==> config.mk <==
export PLATFORM = sky130hd
export DESIGN_NAME = fetch_stage_flat
export DESIGN_NICKNAME = d
export VERILOG_FILES = /design/src/rtl/risc_pkg.sv /design/src/rtl/fetch_stage_if.sv /design/src/rtl/if_id_reg.sv /design/src/rtl/fetch_stage.sv /design/src/flat_wrapper.sv
export SDC_FILE = /design/constraint.sdc
export NUM_CORES = 1
export LEC_CHECK = 0
export CORE_ASPECT_RATIO = 1.1
export CORE_UTILIZATION = 47
export DETAILED_ROUTE_END_ITERATION = 10
export PLACE_DENSITY = 0.9
export SETUP_SLACK_MARGIN = 0.3
export SLEW_MARGIN = 20
export SYNTH_ARGS = -nofsm -noshare
export SYNTH_HDL_FRONTEND = slang
export SYNTH_SLANG_ARGS = --single-unit
==> constraint.sdc <==
create_clock -name clk -period 2.6 [get_ports clk]
set_clock_uncertainty 0.2 [all_clocks]
set_input_delay 0.52 -clock clk [delete_from_list [all_inputs] [get_ports clk]]
set_output_delay 0.52 -clock clk [all_outputs]
set_load 0.02 [all_outputs]
==> src/rtl/risc_pkg.sv <==
// Shared definitions for the 8-bit RISC pipeline: opcode constants, vectors,
// fetch FSM encoding and the IF/ID register layout.
package risc_pkg;

  localparam logic [7:0] NOP_INSTR      = 8'h00;
  localparam logic [7:0] RESET_VEC_ADDR = 8'h00;
  localparam logic [7:0] INTR_VEC_ADDR  = 8'h01;

  // Major opcodes live in instr[7:4]; only TWO_BYTE_OPC carries an immediate byte.
  localparam logic [3:0] OPC_NOP      = 4'h0;
  localparam logic [3:0] OPC_ALU      = 4'h4;
  localparam logic [3:0] OPC_BRANCH   = 4'h8;
  localparam logic [3:0] TWO_BYTE_OPC = 4'hC;
  localparam logic [3:0] OPC_RET      = 4'hE;

  typedef enum logic [1:0] {
    S_RST   = 2'd0,
    S_FETCH = 2'd1,
    S_IMM   = 2'd2,
    S_VEC   = 2'd3
  } fetch_state_e;

  typedef struct packed {
    logic [7:0] instr;
    logic [7:0] imm;
    logic [7:0] pc;
    logic       valid;
  } if_id_t;

endpackage

==> src/rtl/fetch_stage_if.sv <==
// Instruction-memory read port plus the IF/ID outputs seen by decode.
interface fetch_stage_if;
  logic [7:0] imem_addr;
  logic [7:0] imem_rdata;
  logic [7:0] instr_id;
  logic [7:0] immediate;
  logic [7:0] pc_id;
  logic       valid_id;

  modport master (
    output imem_addr,
    input  imem_rdata,
    output instr_id,
    output immediate,
    output pc_id,
    output valid_id
  );

  modport slave (
    input  imem_addr,
    output imem_rdata,
    input  instr_id,
    input  immediate,
    input  pc_id,
    input  valid_id
  );
endinterface

==> src/rtl/if_id_reg.sv <==
// IF/ID pipeline register: bubble beats hold, hold beats load; reset forces a bubble.
module if_id_reg
  import risc_pkg::*;
#(
  parameter logic [7:0] NOP_INSTR = risc_pkg::NOP_INSTR
) (
  input  logic   clk,
  input  logic   reset,
  input  logic   hold_i,
  input  logic   bubble_i,
  input  if_id_t data_i,
  output if_id_t data_o
);

  if_id_t ifid_q, ifid_d, bubble;

  assign bubble = '{instr: NOP_INSTR, imm: 8'h00, pc: 8'h00, valid: 1'b0};

  always_comb begin
    ifid_d = ifid_q;
    if (bubble_i) begin
      ifid_d = bubble;
    end else if (!hold_i) begin
      ifid_d = data_i;
    end
  end

  always_ff @(posedge clk) begin
    if (reset) begin
      ifid_q <= bubble;
    end else begin
      ifid_q <= ifid_d;
    end
  end

  assign data_o = ifid_q;

endmodule

==> src/rtl/fetch_stage.sv <==
// Instruction fetch: PC, reset/interrupt vectoring, two-byte assembly and the
// redirect/stall/flush arbitration feeding the IF/ID register.
module fetch_stage
  import risc_pkg::*;
#(
  parameter logic [7:0] RESET_VEC_ADDR = risc_pkg::RESET_VEC_ADDR,
  parameter logic [7:0] INTR_VEC_ADDR  = risc_pkg::INTR_VEC_ADDR,
  parameter logic [7:0] NOP_INSTR      = risc_pkg::NOP_INSTR,
  parameter logic [3:0] TWO_BYTE_OPC   = risc_pkg::TWO_BYTE_OPC
) (
  input  logic                 clk,
  input  logic                 reset,
  fetch_stage_if.master        bus,
  input  logic                 stall_F,
  input  logic                 stall_D,
  input  logic                 flush_F,
  input  logic                 branch_taken_ex,
  input  logic [7:0]           branch_target,
  input  logic                 pc_load_mem,
  input  logic [7:0]           pc_load_val,
  input  logic                 intr_vec,
  output logic                 intr_pending
);

  fetch_state_e state_q, state_d;
  logic [7:0]   pc_q, pc_d;
  logic [7:0]   hold_op_q, hold_op_d;
  logic         intr_pending_q, intr_pending_d;
  logic         hold, ifid_hold, ifid_bubble;
  logic [7:0]   rdata, pc_inc;
  if_id_t       ifid_d, ifid_q;

  assign hold   = stall_F | stall_D;
  assign rdata  = bus.imem_rdata;
  assign pc_inc = pc_q + 8'd1;

  always_comb begin
    unique case (state_q)
      S_RST:   bus.imem_addr = RESET_VEC_ADDR;
      S_VEC:   bus.imem_addr = INTR_VEC_ADDR;
      default: bus.imem_addr = pc_q;
    endcase
  end

  always_comb begin
    state_d        = state_q;
    pc_d           = pc_q;
    hold_op_d      = hold_op_q;
    intr_pending_d = intr_pending_q | intr_vec;
    ifid_d         = '{instr: rdata, imm: 8'h00, pc: pc_inc, valid: 1'b1};
    ifid_hold      = 1'b0;
    ifid_bubble    = 1'b0;

    if (state_q == S_RST) begin
      pc_d           = rdata;
      state_d        = S_FETCH;
      intr_pending_d = intr_pending_q;
      ifid_bubble    = 1'b1;
    end else if (pc_load_mem || branch_taken_ex) begin
      // A redirect out of S_VEC leaves intr_pending set so vectoring retries.
      pc_d        = pc_load_mem ? pc_load_val : branch_target;
      state_d     = S_FETCH;
      hold_op_d   = 8'h00;
      ifid_bubble = 1'b1;
    end else if (state_q == S_VEC) begin
      pc_d           = rdata;
      state_d        = S_FETCH;
      intr_pending_d = intr_vec;
      ifid_bubble    = 1'b1;
    end else if (state_q == S_FETCH && intr_pending_q) begin
      state_d     = S_VEC;
      ifid_hold   = stall_D & ~flush_F;
      ifid_bubble = ~ifid_hold;
    end else if (hold) begin
      ifid_hold   = stall_D & ~flush_F;
      ifid_bubble = ~ifid_hold;
    end else if (flush_F) begin
      ifid_bubble = 1'b1;
    end else if (state_q == S_IMM) begin
      ifid_d  = '{instr: hold_op_q, imm: rdata, pc: pc_inc, valid: 1'b1};
      pc_d    = pc_inc;
      state_d = S_FETCH;
    end else if (rdata[7:4] == TWO_BYTE_OPC) begin
      hold_op_d   = rdata;
      pc_d        = pc_inc;
      state_d     = S_IMM;
      ifid_bubble = 1'b1;
    end else begin
      pc_d = pc_inc;
    end
  end

  always_ff @(posedge clk) begin
    if (reset) begin
      state_q        <= S_RST;
      pc_q           <= 8'h00;
      hold_op_q      <= 8'h00;
      intr_pending_q <= 1'b0;
    end else begin
      state_q        <= state_d;
      pc_q           <= pc_d;
      hold_op_q      <= hold_op_d;
      intr_pending_q <= intr_pending_d;
    end
  end

  if_id_reg #(
    .NOP_INSTR (NOP_INSTR)
  ) u_if_id_reg (
    .clk      (clk),
    .reset    (reset),
    .hold_i   (ifid_hold),
    .bubble_i (ifid_bubble),
    .data_i   (ifid_d),
    .data_o   (ifid_q)
  );

  assign bus.instr_id  = ifid_q.instr;
  assign bus.immediate = ifid_q.imm;
  assign bus.pc_id     = ifid_q.pc;
  assign bus.valid_id  = ifid_q.valid;
  assign intr_pending  = intr_pending_q;

endmodule

==> src/flat_wrapper.sv <==
// flat-port wrapper written by rule: the top's interface ports become plain ports
module fetch_stage_flat import risc_pkg::*;
#(
  parameter logic [7:0] RESET_VEC_ADDR = risc_pkg::RESET_VEC_ADDR,
  parameter logic [7:0] INTR_VEC_ADDR  = risc_pkg::INTR_VEC_ADDR,
  parameter logic [7:0] NOP_INSTR      = risc_pkg::NOP_INSTR,
  parameter logic [3:0] TWO_BYTE_OPC   = risc_pkg::TWO_BYTE_OPC
)
  (clk, reset, stall_F, stall_D, flush_F, branch_taken_ex, branch_target, pc_load_mem, pc_load_val, intr_vec, intr_pending, bus_imem_addr, bus_imem_rdata, bus_instr_id, bus_immediate, bus_pc_id, bus_valid_id);
  fetch_stage_if bus_i ();
  input  logic clk;
  input  logic reset;
  input  logic stall_F;
  input  logic stall_D;
  input  logic flush_F;
  input  logic branch_taken_ex;
  input  logic [7:0] branch_target;
  input  logic pc_load_mem;
  input  logic [7:0] pc_load_val;
  input  logic intr_vec;
  output logic intr_pending;
  output wire logic [$bits(bus_i.imem_addr)-1:0] bus_imem_addr;
  input wire logic [$bits(bus_i.imem_rdata)-1:0] bus_imem_rdata;
  output wire logic [$bits(bus_i.instr_id)-1:0] bus_instr_id;
  output wire logic [$bits(bus_i.immediate)-1:0] bus_immediate;
  output wire logic [$bits(bus_i.pc_id)-1:0] bus_pc_id;
  output wire logic [$bits(bus_i.valid_id)-1:0] bus_valid_id;
  assign bus_imem_addr = bus_i.imem_addr;
  assign bus_i.imem_rdata = bus_imem_rdata;
  assign bus_instr_id = bus_i.instr_id;
  assign bus_immediate = bus_i.immediate;
  assign bus_pc_id = bus_i.pc_id;
  assign bus_valid_id = bus_i.valid_id;
  fetch_stage #(.RESET_VEC_ADDR(RESET_VEC_ADDR), .INTR_VEC_ADDR(INTR_VEC_ADDR), .NOP_INSTR(NOP_INSTR), .TWO_BYTE_OPC(TWO_BYTE_OPC)) u_core (.clk(clk), .reset(reset), .bus(bus_i), .stall_F(stall_F), .stall_D(stall_D), .flush_F(flush_F), .branch_taken_ex(branch_taken_ex), .branch_target(branch_target), .pc_load_mem(pc_load_mem), .pc_load_val(pc_load_val), .intr_vec(intr_vec), .intr_pending(intr_pending));
endmodule
# Word level (Yosys, flattened, before mapping)
# Index checks and enable logic that the tools add are counted.
# classes
n_reduce_logical,12
n_bitwise,6
n_mux,45
add_sub_neg,1
n_eq_ne,16
# ops
operator,count
2-to-1 mux 25 bit,7
2-to-1 mux 8 bit,14
2-to-1 mux 1 bit,18
case mux 8 bit (2 select lines),1
2-to-1 mux 2 bit,5
"inequality test 2 x 1 -> 1 bit, second input constant",5
AND reduction 3 bit,3
"adder 8 x 1 -> 8 bit, second input constant",1
"inequality test 4 x 1 -> 1 bit, second input constant",2
AND reduction 7 bit,1
nonzero test 6 bit,1
"inequality test 5 x 1 -> 1 bit, second input constant",1
"inequality test 5 bit, second input constant",1
"== test 2 bit, second input constant",2
"== test 4 bit, second input constant",1
"inequality test 2 bit, second input constant",2
"inequality test 4 bit, second input constant",1
OR reduction 4 bit,1
NOT 1 bit,3
nonzero test 3 bit,1
"== test 2 x 1 -> 1 bit, second input constant",1
logical NOT 2 bit,1
bitwise OR 1 bit,2
nonzero test 2 bit,1
other kinds (4),4
# word_totals
wordCells,89
in_bits,32
output_inout_bits,34
ff_bits,44

# Depth between registers and ports, before layout
# Gate-level depths: netlist of the first run.
# depth
word_depth,10
depth_mapped,8

# By module
# A second synthesis of the first run with hierarchy kept.
# unflattened
cells_unflattened,275
hier_area_um2,2471.1
# modules_own_cells
mod,n_inst,cells_each,area_per_inst_um2
fetch_stage,1,193,1556.5
if_id_reg,1,82,914.6

# Worst setup path before layout of the first run
# OpenSTA, ideal clock, no wires.
# synth_path
kind,register to register
startpoint,reg u_core.state_q[1]
endpoint,reg u_core.hold_op_q[4]
required_time_ns,2.269
path_slack_ns,0.345
arrival_ns,1.924
n_path_buf,1
stages_incl_launch_ff,8
path_cell_list,dfxtp_1 inv_1 ha_1 a2111o_1 or4_1 clkbuf_1 a21oi_1 nor3b_1
# synth_between
elab_chain_len,4
word_cells_on_any_way,10
# synth_lines
item,line_no,text
"start, declared",fetch_stage.sv:25,"fetch_state_e state_q, state_d;"
"start signal, assigned",fetch_stage.sv:100,state_q <= state_d;
== test 2 x 1 -> 1 bit,fetch_stage.sv:70,end else if (state_q == S_FETCH && intr_pending_q) begin
logical AND 1 bit,fetch_stage.sv:70,
inequality test 2 x 1 -> 1 bit (no line),n/a,
AND reduction 7 bit (no line) *,n/a,
"end signal, assigned",fetch_stage.sv:102,hold_op_q <= hold_op_d;
"end, declared",fetch_stage.sv:27,"logic [7:0] hold_op_q, hold_op_d;"
# Every way passes the cells marked *; elsewhere a longest branch is shown, timed or not.
# A chain may end at the register's enable or synchronous reset.

# Worst setup path after layout of the first run
# layout_path
startpoint,reg u_core.state_q[0]
endpoint,out bus_imem_addr[0]
# layout_between
elab_chain_len,2
word_cells_on_any_way,3
# layout_lines
item,line_no,text
== test 2 bit / logical NOT 2 bit (equally long branches),fetch_stage.sv:38,unique case (state_q)
case mux 8 bit (2 select lines) *,fetch_stage.sv:38,
"end, declared",flat_wrapper.sv:22,output wire logic [$bits(bus_i.imem_addr)-1:0] bus_imem_addr;
# Marked as above.

==> results.cfg, run 1 <==
[placed_design]
dp_hpwl_um = 5072
place_congestion = 0.8933
dpl_worst_slack_ps = 5.410
portBuffers = 65

[cells_and_area]
fillCellCount = 383
multi_input_comb_area_um2 = 1355
drive_gt1_frac = 0.1923
syn_to_final_growth_pct = 41.92
final_nets = 375
regArea_um2 = 885.9
finalCoreUtilization = 0.6993
n_antenna_cell = 0

[sta]
maxSlewHeadroom = 0.7333
worst_slew_pin_slew_ps = 396.7
rsz0062_at_grt = no
setup_ws_ps = 335.1
finalHoldViolations = 0
period_share = 0.8711
max_freq_ghz = 0.4415
slew_viol_final = 0
tns_ps = 0
setup_viol = 0
min_period_ps = 2265

[clocking]
postCtsSetupBuffers = 0
cts_tree = built
worstSkewPairLatency_ps = 290
path_clk_slew_ps = 80
cts-htree-levels = 2
clockRootBuffer = clkbuf_8
cts_buffer_depth = 2
cts_buffers = 5
cts_num_sinks = 44

[worst_setup_path]
cp-start-kind = flip-flop
critPathKind = flip-flop to primary output
critPathBufInv = 2
cp.depth = 4
cp_max_fo = 4
r2r_slack_ps = 430
crit_arrival_ps = 1540
crit_path_end_kind = primary output
critical-path-top-delay-family = flip-flops
slowest_delay_ps = 390
crit_slowest_cell = dfxtp_2
r2r_cells = 6
required_ps = 1880
path_cells = inv_2, ha_4, mux2_2, buf_2

[yosys]
yosys-top-cells-area = dfxtp_1 38%, nor2_1 6.1%, mux2i_1 3.5%
yosysWarnings = 0
async_flop_share = 0
synth_area_per_cell_um2 = 8.954
synthTopCellsByCount = 44 x dfxtp_1, 37 x nor2_1, 14 x nand2_1, 14 x nand3_1
synth_edf_count = 0
synth_fa_ha_area_frac = 0.03275
yosysTopAreaCell = dfxtp_1
synth_compound_area_frac = 0.2571
synth_nets = 294
ys_ff_latch = 44
ys_types = 55
synth_xor_xnor_area_share = 0.01146
synth_top_family_by_area = compound AO/OA/AOI/OAI gates
netlist_area_um2 = 2292
ys_seq_area_frac = 0.3843
synthFlopType = dfxtp_1
synthSimpleGateAreaFrac = 0.2309
yosysMostFrequentCell = dfxtp_1
synth_top_area_share = 0.3843
synth.mux.area_fraction = 0.03985
synthCells = 256

[min_path]
holdPathStages = 2
min_path_type = flip-flop to flip-flop

[route]
vias = 2388
vias_per_cell = 6.061
ant_nets = 0
drt_wl_total_um = 6786
drc = 0
dr.pass1.iters = 4
routedWlPerCell_um = 17.22
drtIter0Drc = 218

[global_routing]
grt_max_degree = 29
grt_overflow = 0
antenna_found_initial = 0
grt_pass1_vias = 2243
track_usage = 0.2810
grt_pass1_wl_um = 10670

[status]
status = finished, final reports clean

[die]
die_w_um = 68.59
dieArea_um2 = 5161
num_rows = 26
start_util = 0.4927
die_h_um = 75.25
core_region_area_um2 = 4652
pin_count = 66

[pwr]
pwr-share-seq = 0.479
power_frac_clock = 0.346
p_sw_frac = 0.2562
total_power_uw = 1481
combinationalPowerShare = 0.175
switching_power_uw = 379.5
p_leak_uw = 0.001201
ir_worst_vdd_v = 0.0002556
internal_power_uw = 1102
power_density_nw_per_um2 = 455.2

[job]
max_cap_violations = 0
-- cell usage in the layout, fill, tap and decap left out, types with 3 or more instances in the layout --
cell type	netlist	final
a211oi_1	10	10
a211oi_2	6	6
a21oi_1	10	9
a222oi_1	5	5
a22oi_1	10	10
a31oi_1	5	5
and2_1	7	7
and3_1	3	3
buf_2	2	8
buf_4	2	22
clkbuf_8	0	5
clkdlybuf4s50_1	0	57
dfxtp_1	44	42
ha_1	6	4
mux2i_1	8	7
nand2_1	14	13
nand3_1	14	14
nor2_1	37	37
nor3_1	10	10
nor3b_1	3	3
o21a_1	5	5
o21ai_0	3	3
-- routing by layer --
| metal | GRT usage | up-vias | wire (um) |
|---|---|---|---|
| met1 | 0.3395 | 1120 | 2760 |
| li1 | - | 1127 | - |
| met2 | 0.4662 | 112 | 3384 |
| met4 | 0.1551 | 0 | 324 |
| met3 | 0.05152 | 29 | 317 |
| met5 | 0 | - | 0 |
-- path summary, 6_finish.rpt --
kind                                                     end                          from
worst max register to register           u_core.hold_op_q[4]             u_core.state_q[1]
worst max-delay path                        bus_imem_addr[0]             u_core.state_q[0]
worst min-delay path            u_core.u_if_id_reg.data_o[3]  u_core.u_if_id_reg.data_o[3]
worst min register to register  u_core.u_if_id_reg.data_o[3]  u_core.u_if_id_reg.data_o[3]
-- registers in the layout, summed over array words and instances (netlist names) --
register	count
u_core.hold_op_q	8
u_core.pc_q	8
u_core.u_if_id_reg.data_o	25
u_core.state_q	2
u_core.intr_pending	1
-- kinds of logic after synthesis --
group           count (synthesis)
mux                             9
simple gates                  101
compound gates                 73
buf+inv                        20
xor+xnor                        3
fa+ha+maj                       6
flops                          44
-- stage by stage --
stage | cells | hold slack, ps | cell area (um^2)
finish | 394 | 258.4 | 3253
global route | 394 | 285.4 | 3253
CTS | 394 | 263.0 | 3272
detailed placement | 386 | 253.5 | 3137
global placement | 386 | 247.7 | 3137
floorplan | 256 | 240.3 | 2292
-- what timing repair did --
action / 4_1_cts / 5_1_grt
setup endpoints to repair: 21 / 27
pin swaps: 0 / 0
hold endpoints to repair: 0 / 0
gates resized for setup: 33 / 12
cloned: 0 / 0
hold buffers: 0 / 0
-- tightest hold or removal path, stage by stage, from the launching register on --
cell     delay [ps]
dfxtp_1         320
nand2_1          50
a21oi_1          50
-- final cells by class --
type,instances,area share
flip-flops and latches,44,0.2723
well taps,56,0.02154
clock buffers,6,0.02231
multi-input cells,192,0.4165
repair buffers,89,0.2508
clock inverters,2,0.01077
inverters,5,0.005769
-- power groups by stage --
stage          clock network [uW]  registers [uW]  logic [uW]
2_1_floorplan                   0             722         121
3_3_place_gp                    0             723         250
3_5_place_dp                    0             724         255
4_1_cts                       514             708         258
5_1_grt                       536             711         277
6_report                      512             709         260
(Power assumes the default switching activity.)
==> run 2: changes to the inputs <==
--- a/config.mk
+++ b/config.mk
@@ -6,11 +6,12 @@
 export NUM_CORES = 1
 export LEC_CHECK = 0
 export CORE_ASPECT_RATIO = 1.1
-export CORE_UTILIZATION = 47
+export CORE_UTILIZATION = 25
 export DETAILED_ROUTE_END_ITERATION = 10
-export PLACE_DENSITY = 0.9
+export PLACE_DENSITY = 0.58
 export SETUP_SLACK_MARGIN = 0.3
 export SLEW_MARGIN = 20
 export SYNTH_ARGS = -nofsm -noshare
 export SYNTH_HDL_FRONTEND = slang
+export SYNTH_HIERARCHICAL = 1
 export SYNTH_SLANG_ARGS = --single-unit
==> constraint.sdc (replaced) <==
create_clock -name clk -period 2.6 [get_ports clk]
set_clock_uncertainty 0.2 [all_clocks]
set_input_delay 0.52 -clock clk [delete_from_list [all_inputs] [get_ports clk]]
set_output_delay 0.52 -clock clk [all_outputs]
set_load 0.005 [all_outputs]
==> run 2 against run 1 <==
Compared with the run above:
- register-to-register slack worse by 160 ps
- final cell count is 23% higher
- sequential cell count stayed put
- critical path type unchanged
==> results.cfg, run 2 <==
[yosys]
yosysWarnings = 6
synthTopCellsByCount = 44 x dfxtp_1, 30 x nor2_1, 25 x mux2i_1
ys_seq_area_frac = 0.3565
netlist_area_um2 = 2471
async_flop_share = 0
synth_area_per_cell_um2 = 8.986
synthFlopType = dfxtp_1
ys_ff_latch = 44
yosys-top-cells-area = dfxtp_1 36%, mux2i_1 10%, nor2_1 4.6%
ys_types = 55
yosysMostFrequentCell = dfxtp_1
synth_nets = 313
synth_top_area_share = 0.3565
synth_edf_count = 0
yosysTopAreaCell = dfxtp_1
synthCells = 275

[route]
vias = 2339
drt_wl_total_um = 7358
routedWlPerCell_um = 15.23
drc = 0
vias_per_cell = 4.843
ant_nets = 0
dr.pass1.iters = 4
drtIter0Drc = 114

[job]
max_cap_violations = 0

[cells_and_area]
mostFrequentLayoutCells = 55 x clkdlybuf4s50_1, 42 x dfxtp_1, 30 x buf_4
layout_commonest_cell = clkdlybuf4s50_1
n_antenna_cell = 0
fin_area_um2 = 3596
final_nets = 403
syn_to_final_growth_pct = 45.52
drive_gt1_frac = 0.2022
finalCoreUtilization = 0.3789
largest_register_ffs = 25

[clocking]
cts_tree = built
worstSkewPairLatency_ps = 290
clockRootBuffer = clkbuf_8
cts_hold_buf = 0
cts_num_sinks = 44
cts_buffers = 5
path_clk_slew_ps = 90
cts-htree-levels = 2
cts_buffer_depth = 2

[die]
dieArea_um2 = 10290
pin_count = 66
die_h_um = 106.3
die_w_um = 96.80
num_rows = 37
core_region_area_um2 = 9490
start_util = 0.2604

[worst_setup_path]
cp_max_fo = 5
r2r_end = u_core/u_if_id_reg/data_o[23]
crit_arrival_ps = 1640
critPathKind = flip-flop to primary output
r2r_cells = 8
reg2reg_from = u_core/state_q[0]
r2r_slack_ps = 270
crit_start = u_core/state_q[0]
cp-start-kind = flip-flop
crit_path_end_kind = primary output
required_ps = 1880

[sta]
tns_ps = 0
hold_slack_ps = 272.2
min_period_ps = 2361
period_share = 0.9082
setup_viol = 0
finalHoldViolations = 0
rsz0062_at_grt = yes
max_freq_ghz = 0.4235
slew_viol_final = 0

[min_path]
min_path_type = flip-flop to flip-flop
min-delay-start = u_core/hold_op_q[0]
holdPathStages = 2
hold_path_end = u_core/hold_op_q[0]

[global_routing]
track_usage = 0.1460
grt_pass1_wl_um = 12050
grt_max_degree = 19
grt_pass1_vias = 2400
grt_overflow = 0
antenna_found_initial = 0

[status]
status = finished, final reports clean

[pwr]
p_leak_uw = 0.001357
total_power_uw = 1419
ir_worst_vdd_v = 0.0002833
power_density_nw_per_um2 = 394.7

[placed_design]
portBuffers = 65
place_congestion = 0.8562
postPlaceCellArea_um2 = 3364
dp_hpwl_um = 5442
[run 2: what timing repair did]
action,CTS,global route
pin swaps,4,5
buffers inserted,7,5
endpoints found under the setup margin,35,29
gates resized for setup,18,9
[run 2: layout make-up]
class                   instances  area (um^2)
fillers                       931         5894
inverters                      11        41.29
flip-flops and latches         44        888.4
repair buffers                101        940.9
multi-input cells             202         1491
clock inverters                 3        18.77
clock buffers                   5        68.82
well taps                     117        146.4
[run 2: logic make-up (layout without fill, tap and decap cells)]
| family | count (synthesis) | after routing | share of synthesized area |
|---|---|---|---|
| buf+inv | 29 | 120 | 0.06734 |
| simple gates | 102 | 102 | 0.2198 |
| mux | 34 | 34 | 0.1423 |
| compound gates | 54 | 54 | 0.1646 |
| fa+ha+maj | 6 | 6 | 0.03038 |
| other cells | 1 | 1 | 0.001518 |
| xor+xnor | 5 | 5 | 0.01772 |
| flops | 44 | 44 | 0.3565 |
[run 2: how the worst max path moves through the flow]
stage | to | cells past startpoint
after global placement | u_core/u_if_id_reg/data_o[19] | 6
after floorplan | u_core/u_if_id_reg/data_o[10] | 8
final | bus_imem_addr[0] | 5
after CTS | bus_imem_addr[0] | 5
after global routing | u_core/u_if_id_reg/data_o[23] | 8
after detailed placement | u_core/u_if_id_reg/data_o[23] | 7
[run 2: layer usage]
layer  part of all wire  GRT usage  vias up
met4             0.0057    0.04051        0
li1                   -          -     1161
met1               0.46     0.1863     1103
met2               0.48     0.2510       71
met5                  0          0        -
met3              0.051    0.02696        4
[run 2: worst max-delay path, stage by stage (launching register included)]
cell and delay (ps):
dfxtp_4 370, inv_2 60, ha_4 290, buf_4 110, mux2_2 330, clkdlybuf4s15_1 200
[run 2: stage by stage]
step	instances	setup slack, ps
final	483	238.8
after global routing	483	177.6
after CTS	478	168.5
after detailed placement	463	-161.1
after global placement	463	-131.7
after floorplan	275	283.4
[run 2: power by group]
group	internal (uW)	leakage (uW)	switching [uW]	total (uW)
clock	188	0.0000479	247	435
sequential	688	0.000358	26.0	714
combinational	148	0.000951	122	270
total	1020	0.00136	396	1420
==> run 3: changes to the inputs <==
--- a/config.mk
+++ b/config.mk
@@ -7,6 +7,7 @@
 export LEC_CHECK = 0
 export CORE_ASPECT_RATIO = 1.1
 export CORE_UTILIZATION = 25
+export CTS_CLUSTER_DIAMETER = 40
 export DETAILED_ROUTE_END_ITERATION = 10
 export PLACE_DENSITY = 0.58
 export SETUP_SLACK_MARGIN = 0.3
==> results of run 3 <==
The final DEF is identical to that of run 2; final timing and power are the same.
